===== src/rtl/vram_arbiter.sv =====
// Time-division arbiter for a single-port pipelined frame-buffer RAM:
// display reads own the PIX_PHASE=0 slot while DISP=1, the CPU gets every other slot.
module vram_arbiter #(
  parameter int unsigned H_RES       = 640,
  parameter int unsigned V_RES       = 480,
  parameter int unsigned SCALE_SHIFT = 1,
  parameter int unsigned ADDR_W      = 17,
  parameter int unsigned RD_LAT      = 1
) (
  input  logic              CLK,
  input  logic              RES,
  input  logic              PIX_PHASE,
  input  logic              DISP,
  input  logic [9:0]        X,
  input  logic [9:0]        Y,
  output logic [7:0]        C_R,
  output logic [7:0]        C_G,
  output logic [7:0]        C_B,
  input  logic              cpu_req,
  input  logic              cpu_we,
  input  logic [ADDR_W-1:0] cpu_addr,
  input  logic [7:0]        cpu_wdata,
  output logic              cpu_ack,
  output logic [7:0]        cpu_rdata,
  output logic [ADDR_W-1:0] mem_addr,
  output logic              mem_we,
  output logic [7:0]        mem_wdata,
  input  logic [7:0]        mem_rdata
);

  localparam int unsigned FB_W = H_RES >> SCALE_SHIFT;
  localparam int unsigned FB_H = V_RES >> SCALE_SHIFT;
  localparam logic [ADDR_W:0] FB_LIMIT = (ADDR_W + 1)'(FB_W * FB_H);

  localparam logic [1:0] ST_IDLE    = 2'd0;
  localparam logic [1:0] ST_ACK     = 2'd1;
  localparam logic [1:0] ST_RD_WAIT = 2'd2;

  logic [1:0]        state;
  logic              disp_slot, blank_slot, cpu_oor, cpu_go;
  logic [ADDR_W-1:0] disp_addr;

  // Issue-stage tag travels with mem_addr; the RD_LAT stages then line up with mem_rdata.
  logic              iss_v, iss_cpu, iss_blank;
  logic [RD_LAT-1:0] tag_v, tag_cpu, tag_blank;
  logic              em_v, em_cpu, em_blank;

  always_comb begin
    disp_slot  = ~PIX_PHASE & DISP;
    blank_slot = ~PIX_PHASE & ~DISP;
    cpu_oor    = {1'b0, cpu_addr} >= FB_LIMIT;
    // cpu_ack high means this edge closes an ack cycle: the held request is ignored.
    cpu_go     = (state == ST_IDLE) & ~cpu_ack & cpu_req & ~disp_slot;
    // Low ADDR_W bits equal the ADDR_W+1-bit product-plus-column truncated.
    disp_addr  = ADDR_W'(Y >> SCALE_SHIFT) * ADDR_W'(FB_W) + ADDR_W'(X >> SCALE_SHIFT);
    em_v       = tag_v[RD_LAT-1];
    em_cpu     = tag_cpu[RD_LAT-1];
    em_blank   = tag_blank[RD_LAT-1];
  end

  always_ff @(posedge CLK or posedge RES) begin
    if (RES) begin
      state     <= ST_IDLE;
      mem_addr  <= '0;
      mem_we    <= 1'b0;
      mem_wdata <= '0;
      iss_v     <= 1'b0;
      iss_cpu   <= 1'b0;
      iss_blank <= 1'b0;
      tag_v     <= '0;
      tag_cpu   <= '0;
      tag_blank <= '0;
      cpu_ack   <= 1'b0;
      cpu_rdata <= '0;
      C_R       <= '0;
      C_G       <= '0;
      C_B       <= '0;
    end else begin
      mem_we    <= 1'b0;
      iss_v     <= 1'b0;
      iss_cpu   <= 1'b0;
      iss_blank <= blank_slot;
      cpu_ack   <= 1'b0;
      cpu_rdata <= '0;

      if (disp_slot) begin
        mem_addr <= disp_addr;
        iss_v    <= 1'b1;
      end else if (cpu_go && !cpu_oor) begin
        mem_addr  <= cpu_addr;
        mem_we    <= cpu_we;
        mem_wdata <= cpu_wdata;
        iss_v     <= ~cpu_we;
        iss_cpu   <= ~cpu_we;
      end

      tag_v     <= RD_LAT'({tag_v, iss_v});
      tag_cpu   <= RD_LAT'({tag_cpu, iss_cpu});
      tag_blank <= RD_LAT'({tag_blank, iss_blank});

      case (state)
        ST_IDLE: begin
          if (cpu_go) state <= (cpu_we || cpu_oor) ? ST_ACK : ST_RD_WAIT;
        end
        ST_ACK: begin
          cpu_ack <= 1'b1;
          state   <= ST_IDLE;
        end
        ST_RD_WAIT: begin
          if (em_v && em_cpu) begin
            cpu_ack   <= 1'b1;
            cpu_rdata <= mem_rdata;
            state     <= ST_IDLE;
          end
        end
        default: state <= ST_IDLE;
      endcase

      if (em_v && !em_cpu) begin
        C_R <= {mem_rdata[7:5], mem_rdata[7:5], mem_rdata[7:6]};
        C_G <= {mem_rdata[4:2], mem_rdata[4:2], mem_rdata[4:3]};
        C_B <= {4{mem_rdata[1:0]}};
      end else if (em_blank) begin
        C_R <= '0;
        C_G <= '0;
        C_B <= '0;
      end
    end
  end

endmodule


===== config.mk =====
export PLATFORM = sky130hd
export DESIGN_NAME = vram_arbiter
export DESIGN_NICKNAME = d
export VERILOG_FILES = /design/src/rtl/vram_arbiter.sv
export SDC_FILE = /design/constraint.sdc
export NUM_CORES = 1
export LEC_CHECK = 0
export ABC_CLOCK_PERIOD_IN_PS = 3500
export BUFFER_PORTS_ARGS = -buffer_cell sky130_fd_sc_hd__buf_4
export CORE_UTILIZATION = 38
export DETAILED_ROUTE_END_ITERATION = 7
export HOLD_SLACK_MARGIN = 0.06
export PLACE_DENSITY = 0.78
export SLEW_MARGIN = 30
export SYNTH_ARGS = -nofsm -noshare
export SYNTH_HDL_FRONTEND = slang
export SYNTH_SLANG_ARGS = --single-unit

===== constraint.sdc =====
create_clock -name CLK -period 3.5 [get_ports CLK]
set_input_delay 0.7 -clock CLK [delete_from_list [all_inputs] [get_ports CLK]]
set_output_delay 0.7 -clock CLK [all_outputs]
set_load 0.01 [all_outputs]

### Yosys cells after proc, flatten, opt, wreduce, memory -nomap -nowiden

Index checks and enable logic that the tools add are counted.

* register bits after elaboration: 67
* output and inout bits: 59
* word-level logic and storage cells: 62
* input port bits: 59

* equal/unequal tests: 4
* $mul: 1
* bitwise operators: 10
* $add $sub $neg: 1
* $lt $le $gt $ge: 1
* reductions and logical operators: 11
* muxes and demuxes: 19

Operator list (number)
* $mux 8: 6
* $mux 17: 2
* $add 17x9->17: 1
* $ge 17x17->1 const B: 1
* $mul 9x3->11 const B: 1
* $mux 1: 6
* $mux 2: 3
* $and 1x1->1: 5
* $not 1->1: 5
* $ne 2x2->1 const B: 2
* $pmux 2 s2: 1
* $reduce_and 2->1: 2
* $reduce_bool 2->1: 2
* $logic_and 1x1->1: 3
* $eq 2x1->1 const B: 1
* $eq 2x2->1 const B: 1
* $logic_not 1->1: 2
* $logic_not 2->1: 1
* $pmux 1 s2: 1
* $logic_or 1x1->1: 1

### Logic depth before layout (Yosys ltp)

Gate-level depths: netlist of run 1.

* depth after elaboration: 7
* depth in mapped cells: 9
* depth with buffers taken out: 9

### Worst setup path after synthesis of run 1

Ideal clock, no wire load.

* path type: input port to flip-flop
* from: input port Y[2]
* to: register mem_addr[16]
* setup time: 92 ps
* required time: 3408 ps
* stages: 9
* path buffers: 0
* arrival: 2741 ps
* setup slack: 667 ps
* cells stage by stage: ha_1 > ha_1 > fa_1 > a211oi_2 > o21bai_1 > a21oi_1 > xor2_1 > o31a_1 > o31ai_2

* word-level cells in the longest chain between the ends: 3

RTL lines
* start, declared: line 15 `input logic [9:0] Y,`
* $mul 9x3->11: line 55 `disp_addr = ADDR_W'(Y >> SCALE_SHIFT) * ADDR_W'(FB_W) + ADDR_W'(X >> SCALE_SHIFT);`
* $add 17x9->17: line 55
* $mux 17: line 86 `if (disp_slot) begin`
* end signal, assigned: line 87 `mem_addr <= disp_addr;`
* end signal, assigned: line 90 `mem_addr <= cpu_addr;`
* end, declared: line 25 `output logic [ADDR_W-1:0] mem_addr,`

No other way between the ends.
A chain may end at the register's enable or synchronous reset.

### Worst setup path in the final report of run 1

Same ends and word-level chain as after synthesis.

==> results.yml, run 1 <==
cts:
  cts_hold_buf: 0
  path_clk_slew_ns: 0.09
  h-tree-depth: 2
  cts_tree: "done"
  clock_path_buffers: 2
  post_cts_resized: 0
  clk_latency_ns: 0.29
  cts_buffers: 5
  cts-root-buf: "clkbuf_8"
  cts_setup_buffers: 0
  clock_sinks: 51
logic_synthesis:
  synthMuxAreaShare_pct: 6.30
  postSynthCellCount: 265
  synth_compound_area_share_pct: 12.1
  ys_warn_count: 0
  avgSynthCellArea_um2: 10.8
  ys_async_sr_fraction_pct: 100
  synth-simple-area-share_pct: 15.5
  synth_cell_types: 52
  synthAdderAreaFrac_pct: 10.1
  synth_top_flop_cell: "dfrtp_1"
  synth_xor_area_share_pct: 3.63
  syn-num-nets: 346
  ys_seq_area_share_pct: 44.6
  synth_seq_cells: 51
  synthesis.area_um2: 2860
  synth_edf_count: 0
  synth_top_family_by_area: "simple AND/OR/NAND/NOR gates"
critical_path:
  crit_start: "Y[2]"
  r2r-end: "mem_addr[10]"
  max_stage_delay_ns: 0.42
  slowest_stage: "fa_1"
  path_cells: "buf_4, ha_1, ha_1, fa_1, a211oi_2, o21bai_1, a21oi_1, xor2_1, o31a_1, o31ai_2"
  regToRegSetupSlack_ns: 1.42
  worst-endpoint-arrival_ns: 3.01
  required_ns: 3.71
  r2r-start: "state[1]"
  end_kind: "flop"
  crit_path_end: "mem_addr[16]"
  critPathKind: "input pin to flop"
  cpMostUsedCell: "ha_1"
  rr_worst_depth: 7
  worst_setup_path_start_kind: "input pin"
  critical_path_peak_fanout: 4
timing:
  grt_setup_unrepaired: "false"
  hold_viol: 0
  final.setup.tns_ns: 0
  holdWs_ns: 0.357
  slew_headroom_pct: 47.0
  setup_viol: 0
  skew_ns: 0.00521
  slew_violations: 0
  tightestPinTransition_ns: 0.792
  post-route-period-util_pct: 79.9
  max_freq_mhz: 358
  fin_crit_ns: 2.80
global_route:
  grt_util_all_layers_pct: 16.2
  grt_start_max_net_pins: 52
  overflow: 0
  grt_pass1_vias: 2162
  grt_pass1_wl_um: 9800
  antenna_found_initial: 0
floorplan:
  die_y_um: 88.8
  die_w_um: 88.8
  ios: 118
  initial_core_util_pct: 39.4
  core-area_um2: 7250
  die_area_um2: 7880
  rows: 31
cells_and_area:
  drive_above_1_share_pct: 40.5
  area_growth_pct: 32.0
  final_nets: 444
  most-common-layout-cells: "buf_4 (117), dfrtp_1 (51), nand2_1 (29), ha_1 (20)"
  final_common_cell: "buf_4"
  antenna_cells: 0
power_and_ir_drop:
  switching_share_pct: 33.6
  p_per_area_nw_per_um2: 551
  seqPwrFrac_pct: 40.7
  share_comb_of_total_power_pct: 43.2
  vdd_ir_drop_max_uv: 184
  p_leak_nw: 1.88
  p_int_mw: 1.38
  p_clk_share_pct: 16.0
  p_sw_uw: 699
placement:
  gp_congestion: 0.731
  io_buffers: 115
  dp_hpwl_um: 4810
route:
  post-route-drc-count: 0
  drtPass1Iterations: 5
  totalWireLength_um: 6030
  ant_nets: 0
  num_vias: 2214
  via_per_inst: 4.79
  drt_iter0_markers: 39
  wire_per_inst_um: 13.0
hold_path:
  hold_class: "flop to flop"
run:
  cap_violations: 0
outcome:
  run_status: "complete, no violations"
## synth_stat cells, types with 2 or more instances
| library cell | instances | area [um^2] |
|---|---|---|
| a21oi_2 | 2 | 17.5 |
| nor2b_1 | 8 | 50.1 |
| xor2_1 | 7 | 61.3 |
| nor2_1 | 8 | 30.0 |
| fa_1 | 2 | 40.0 |
| o21ai_1 | 6 | 30.0 |
| mux2_2 | 8 | 90.1 |
| mux2i_1 | 9 | 90.1 |
| nand3b_1 | 9 | 67.6 |
| nor4_1 | 2 | 12.5 |
| a221o_1 | 2 | 20.0 |
| a21o_1 | 4 | 30.0 |
| clkbuf_1 | 6 | 22.5 |
| a22o_1 | 2 | 17.5 |
| ha_1 | 20 | 250 |
| inv_1 | 9 | 33.8 |
| xnor2_1 | 3 | 26.3 |
| dfrtp_1 | 51 | 1280 |
| a211oi_1 | 5 | 37.5 |
| a21oi_1 | 8 | 40.0 |
| nand2b_1 | 3 | 18.8 |
| buf_4 | 17 | 128 |
| and2_1 | 9 | 56.3 |
| nand2_1 | 29 | 109 |
| o21ai_0 | 9 | 45.0 |
## cell families (layout without fill, tap and decap cells)
| family | count (synthesis) | in the layout |
|---|---|---|
| fa+ha+maj | 22 | 22 |
| compound gates | 50 | 50 |
| flops | 51 | 51 |
| buf+inv | 35 | 133 |
| xor+xnor | 11 | 11 |
| simple gates | 79 | 79 |
| mux | 17 | 17 |
## worst min path at each step
stage                     endpoint  depth (start not counted)  slack (ns)  startpoint
after global placement        em_v                          0        0.33       iss_v
after CTS                     em_v                          0        0.36       iss_v
final                         em_v                          0        0.36       iss_v
after global routing      em_blank                          0        0.38   iss_blank
after floorplan           em_blank                          0        0.33   iss_blank
after detailed placement      em_v                          0        0.34       iss_v
## final cells by class
class,count,area [um^2]
sequential,51,1280
tap,99,124
clock inverter,1,5.00
multi-input combinational,179,1370
timing repair buffer,117,878
inverter,9,36.3
fill,638,3480
clock buffer,6,82.6
## registers in the layout, indices dropped and copies added (netlist names), 2 cells and up
register	flops
C_R	3
C_G	3
mem_addr	17
mem_wdata	8
C_B	2
state	2
cpu_rdata	8
## critical path: cells and delay by family
family / cells / cell delay [ns]
adder cells (fa/ha/maj): 3 / 0.93
AO/OA/AOI/OAI: 5 / 1.13
XOR/XNOR: 1 / 0.14
buffers and inverters: 1 / 0.12
## through the flow
step	cell area, um^2	utilization [%]	instances	total power [mW]	setup slack [ns]
detailed placement	3690	50.9	455	1.77	0.403
global placement	3690	50.8	455	1.74	0.422
floorplan	2860	-	265	1.41	0.667
CTS	3780	52.1	462	2.10	0.718
global route	3780	52.1	462	2.24	0.615
finish	3780	52.1	462	2.08	0.703
## metal layers
metal	part of all wire [%]	vias up	global-route usage, %
met5	0	-	0
met2	48	91	29.0
met1	43	1028	19.3
li1	-	1089	-
met4	1.1	0	4.99
met3	7.5	6	3.64
## power by group through the flow
stage	sequential (mW)	combinational, mW	clock [mW]
detailed placement	0.858	0.909	0
CTS	0.848	0.910	0.346
global placement	0.850	0.887	0
global route	0.871	0.994	0.371
finish	0.847	0.899	0.333
floorplan	0.907	0.499	0
(Power assumes the default switching activity.)
==> run 2, diff against run 1 <==
ABC_AREA = 1   (was unset)
ABC_CLOCK_PERIOD_IN_PS = 2400   (was 3500)
PLACE_DENSITY = 0.8   (was 0.78)
clock period = 2.4 ns   (was 3.5 ns; I/O delays follow)
==> run 2 against run 1 <==
  * Worst hold slack got worse by 0.097 ns
  * Core utilization rose by 2.1 points
  * Cell area rose by 5.1%
  * Die area rose by 2.3%
  * Critical path depth rose by 5
  * Register-to-register slack got worse by 1.2 ns
  * Wire length rose by 11%
  * Clock power rose by 70%
  * Clock skew barely moved
  * First-iteration DRC count rose by 26%
==> results.yml, run 2 <==
global_route:
  grt_pass1_wl_um: 11300
  grt_pass1_vias: 2553
  grt_start_max_net_pins: 32
  antenna_found_initial: 0
  overflow: 0
  grt_util_all_layers_pct: 17.0
logic_synthesis:
  yosysMostFrequentCell: "nand2_1"
  postSynthCellCount: 343
  synth_seq_cells: 51
  ys_async_sr_fraction_pct: 100
  synthesis.area_um2: 2930
  synth_edf_count: 0
  ys_warn_count: 0
  avgSynthCellArea_um2: 8.54
  synth_cell_types: 30
  synth.top_cells.by_area: "dfrtp_1 (44%), nand2_1 (9.4%), ha_1 (8.5%), inv_1 (5.4%), nand3_1 (4.4%)"
  ys_top_cells_by_count: "nand2_1 (73), dfrtp_1 (51), inv_1 (42)"
  synth_top_flop_cell: "dfrtp_1"
  synth_top_area_share_pct: 43.6
  ys_seq_area_share_pct: 43.6
  syn-num-nets: 424
  netlist.top_cell.by_area: "dfrtp_1"
cts:
  h-tree-depth: 2
  clk_latency_ns: 0.29
  cts_tree: "done"
  cts-root-buf: "clkbuf_8"
  path_clk_slew_ns: 0.09
  cts_buffers: 5
  cts_setup_buffers: 0
  clock_path_buffers: 2
  clock_sinks: 51
cells_and_area:
  register_area_um2: 1280
  final_nets: 538
  drive_above_1_share_pct: 35.0
  n_fill_cell: 673
  area_growth_pct: 35.5
  final_common_cell: "buf_4"
  reg.largest.list: "mem_addr (17), cpu_rdata (8), mem_wdata (8)"
  largest-register: "mem_addr"
  final_cells: 556
  antenna_cells: 0
  most-common-layout-cells: "buf_4 (129), nand2_1 (73), dfrtp_1 (51), inv_1 (41), nor2_1 (31)"
  largest_reg_flops: 17
  multi_input_area_um2: 1330
critical_path:
  regToRegSetupSlack_ns: 0.27
  cp_top_family: "adder cells"
  r2r-end: "mem_addr[9]"
  cp_num_buf_inv: 1
  worst-endpoint-arrival_ns: 2.47
  slowest_stage: "fa_2"
  critPathKind: "input pin to flop"
  required_ns: 2.59
  path_cells: "buf_4, ha_1, ha_2, fa_2, nand2_2, nor2_1, nand2_1, nand2_2, nand2_2, nor2_4, nand3_1, nand2_1, nand3_1, nand2_1, nand2_1"
  max_stage_delay_ns: 0.55
  worst_setup_path_start_kind: "input pin"
  end_kind: "flop"
  r2r-start: "state[0]"
  critical_path_peak_fanout: 3
  rr_worst_depth: 9
  cpMostUsedCell: "nand2_1"
power_and_ir_drop:
  p_per_area_nw_per_um2: 792
  vdd_ir_drop_max_uv: 331
  power.total_mw: 3.14
  p_leak_nw: 2.16
placement:
  io_buffers: 115
  dpl_worst_slack_ns: -0.210
  dp.cells: 549
  gp_congestion: 0.825
  dp_hpwl_um: 5430
floorplan:
  die_area_um2: 8060
  ios: 118
  core-area_um2: 7330
  die_w_um: 89.8
  die_y_um: 89.8
  initial_core_util_pct: 39.9
  rows: 31
route:
  drt_iter0_markers: 49
  via_per_inst: 4.78
  ant_nets: 0
  drtPass1Iterations: 4
  post-route-drc-count: 0
  wire_per_inst_um: 12.1
  num_vias: 2656
  totalWireLength_um: 6710
timing:
  max_freq_mhz: 439
  hold_viol: 0
  post-route-period-util_pct: 94.9
  tightestPinTransition_ns: 0.611
  slew_headroom_pct: 59.2
  setup_viol: 0
  grt_setup_unrepaired: "false"
  setup_ws_ns: 0.123
  slew_violations: 0
  skew_ns: 0.00511
  fin_crit_ns: 2.28
run:
  cap_violations: 0
hold_path:
  hold_class: "input pin to asynchronous set/reset pin"
outcome:
  run_status: "complete, no violations"
## run 2: cell types whose count changed after synthesis, moves of 4 or more
cell      before  now
nand2_1       29   73
inv_1          9   42
nand3_1        1   26
nor2_1         8   31
o21ai_0        9   22
and2_1         9    0
mux2i_1        9    0
a31oi_1        0    8
nor2b_1        8    0
nand3b_1       9    2
a211oi_1       5    0
clkbuf_1       6    1
o21ai_1        6    2
## run 2: cell families (layout without fill, tap and decap cells)
| logic type | count (synthesis) | count (layout) | synth area share [%] |
|---|---|---|---|
| adder cells (fa/ha/maj) | 22 | 22 | 9.91 |
| buffers and inverters | 66 | 180 | 11.6 |
| XOR/XNOR | 5 | 5 | 1.50 |
| AO/OA/AOI/OAI | 44 | 44 | 8.42 |
| AND/OR/NAND/NOR | 147 | 147 | 21.9 |
| multiplexers | 8 | 8 | 3.08 |
| flip-flops | 51 | 51 | 43.6 |
## run 2: area by class of cell
type,instances,share of cell area (%)
clock buffer,5,1.73
clock inverter,2,0.946
inverter,44,4.16
multi-input combinational,226,33.5
sequential,51,32.2
tap,99,3.12
timing repair buffer,129,24.4
## run 2: repair_timing
action / in CTS / in global routing
resized for setup: 0 / 2
endpoints found under the setup margin: 0 / 3
endpoints found under the hold margin: 0 / 0
hold buffers: 0 / 0
## run 2: how the worst max path moves through the flow
stage	startpoint	to	depth (start not counted)	slack (ns)
after floorplan	Y[2]	mem_addr[15]	14	0.002
after global placement	Y[2]	mem_addr[15]	15	-0.16
after detailed placement	Y[2]	mem_addr[16]	16	-0.21
after CTS	Y[2]	mem_addr[16]	16	0.11
after global routing	Y[2]	mem_addr[16]	15	0.02
final	Y[2]	mem_addr[15]	15	0.12
## run 2: per-stage QoR
| step | hold WS [ns] | area, um^2 | util (%) | TNS, ns |
|---|---|---|---|---|
| 2_1_floorplan | 0.331 | 2940 | - | 0 |
| 3_3_place_gp | 0.334 | 3850 | 52.6 | -0.623 |
| 3_5_place_dp | 0.337 | 3850 | 52.6 | -0.787 |
| 4_1_cts | 0.284 | 3960 | 54.0 | 0 |
| 5_1_grt | 0.315 | 3970 | 54.1 | 0 |
| 6_report | 0.260 | 3970 | 54.1 | 0 |
## run 2: routing by layer
layer	vias to the layer above	track usage [%]	part of all wire [%]
met1	1242	19.2	41
met5	-	0	0
met2	91	32.2	53
li1	1321	-	-
met3	2	3.81	5.9
met4	0	4.51	0.49
## run 2: power breakdown
part	internal, mW	switching, mW
sequential	1.10	0.151
combinational	0.677	0.654
clock	0.305	0.260
total	2.08	1.07
==> run 3, diff against run 2 <==
ABC_CLOCK_PERIOD_IN_PS = 2800   (was 2400)
PLACE_DENSITY = 0.77   (was 0.8)
clock period = 2.8 ns   (was 2.4 ns; I/O delays follow)
==> run 3 against run 2 <==
  * Global-route usage barely moved
  * First-iteration DRC count rose by 71%
  * Worst setup slack improved by 0.22 ns
  * Core utilization fell by 1.1 points
  * Worst hold slack got worse by 0.080 ns
  * Flip-flop and latch count did not move
  * Clock power fell by 13%
  * Register-to-register slack improved by 0.42 ns
  * Non-clock buffer count fell by 9
  * Via count fell by 2.5%
  * Largest cell class unchanged
==> results.yml, run 3 (synthesis gave the netlist of run 2 again) <==
outcome:
  run_status: "complete, no violations"
timing:
  hold_viol: 0
  max_freq_mhz: 407
  tightestPinTransition_ns: 0.443
  skew_ns: 0.00325
  slew_headroom_pct: 70.4
  slew_violations: 0
  final.setup.tns_ns: 0
  holdWs_ns: 0.180
  setup_ws_ns: 0.341
  fin_crit_ns: 2.46
  setup_viol: 0
  post-route-period-util_pct: 87.8
  grt_setup_unrepaired: "false"
floorplan:
  ios: 118
  die_y_um: 89.8
  core-area_um2: 7330
  rows: 31
  die_area_um2: 8060
  initial_core_util_pct: 39.9
  die_w_um: 89.8
placement:
  dp_hpwl_um: 5310
  io_buffers: 115
  dpl_worst_slack_ns: 0.0280
  place_area_um2: 3780
  gp_congestion: 0.887
  dp.cells: 540
cts:
  cts_tree: "done"
  clock_sinks: 51
  cts_buffers: 5
  h-tree-depth: 2
  post_cts_resized: 0
  cts-root-buf: "clkbuf_8"
  clock_path_buffers: 2
  cts_setup_buffers: 0
  clk_latency_ns: 0.30
  cts_hold_buf: 0
  path_clk_slew_ns: 0.09
critical_path:
  worst_setup_path_start_kind: "input pin"
  critPathKind: "input pin to flop"
  worst-endpoint-arrival_ns: 2.64
  cp_num_buf_inv: 2
  end_kind: "flop"
  required_ns: 2.98
  slowest_stage: "fa_1"
  critical_path_peak_fanout: 3
  path_cells: "buf_4, ha_1, ha_1, fa_1, nand2_1, inv_1, nor2_2, nand2_1, nor2_2, nand3_1, nor2_1, nor2_1, o21ai_0, a21oi_1"
  cp_top_family: "adder cells"
  max_stage_delay_ns: 0.41
power_and_ir_drop:
  p_leak_nw: 2.11
  vdd_ir_drop_max_uv: 239
  p_per_area_nw_per_um2: 686
  power.total_mw: 2.66
global_route:
  grt_pass1_wl_um: 11200
  grt_util_all_layers_pct: 17.0
  antenna_found_initial: 0
  grt_pass1_vias: 2563
  overflow: 0
  grt_start_max_net_pins: 24
route:
  drtPass1Iterations: 4
  ant_nets: 0
  wire_per_inst_um: 12.0
  drt_iter0_markers: 84
  num_vias: 2590
  totalWireLength_um: 6570
  via_per_inst: 4.73
  post-route-drc-count: 0
cells_and_area:
  final_nets: 529
  largest_reg_flops: 17
  antenna_cells: 0
  reg.largest.list: "mem_addr (17), cpu_rdata (8), mem_wdata (8)"
  final_area_um2: 3880
  most-common-layout-cells: "buf_4 (120), nand2_1 (73), dfrtp_1 (51), inv_1 (41), nor2_1 (31)"
  post-route-util_pct: 53.0
  drive_above_1_share_pct: 33.3
  area_growth_pct: 32.7
  final_cells: 547
  largest-register: "mem_addr"
  final_common_cell: "buf_4"
  n_fill_cell: 689
hold_path:
  hold_class: "input pin to asynchronous set/reset pin"
run:
  cap_violations: 0
[run 3: changes by cell type in the layout (fill, tap and decap cells not counted), sizes merged]
cell  before  now
buf      129  120
[run 3: final timing paths]
| path | slack (ns) | start | end | cells after the start |
|---|---|---|---|---|
| max | 0.34 | Y[2] | mem_addr[14] | 14 |
| min reg2reg | 0.35 | iss_v | em_v | 0 |
| max in group asynchronous | 2.07 | RES | cpu_ack | 3 |
| min in group CLK | 0.35 | iss_v | em_v | 0 |
| max reg2reg | 0.69 | state[1] | mem_addr[9] | 9 |
| min | 0.18 | RES | mem_wdata[3] | 2 |
[run 3: cell type report]
class	instances	area [um^2]	share of cell area, %
clock buffers	5	68.8	1.77
inverters	44	165	4.25
multi-input cells	226	1310	33.8
repair buffers	120	901	23.2
clock inverters	2	37.5	0.966
flip-flops and latches	51	1280	32.9
well taps	99	124	3.19
[run 3: worst register-to-register path, cell delays in order, from the launching register on]
cell	delay, ns
dfrtp_1	0.39
inv_1	0.10
ha_1	0.22
nand2_1	0.08
nor3_2	0.25
nand3_2	0.26
nand2_2	0.33
inv_2	0.15
nand2_1	0.09
o221ai_1	0.10
[run 3: where the power goes]
part | total [mW] | internal, mW | switching (mW)
registers | 1.06 | 0.939 | 0.123
clock network | 0.494 | 0.261 | 0.233
logic | 1.11 | 0.561 | 0.546
total | 2.66 | 1.76 | 0.902
[run 3: layer usage]
metal / up-vias / GRT usage, % / routed length [um]
li1: 1307 / - / -
met1: 1175 / 19.4 / 2680
met2: 95 / 31.0 / 3310
met3: 13 / 3.81 / 409
met4: 0 / 6.42 / 172
met5: - / 0 / 0
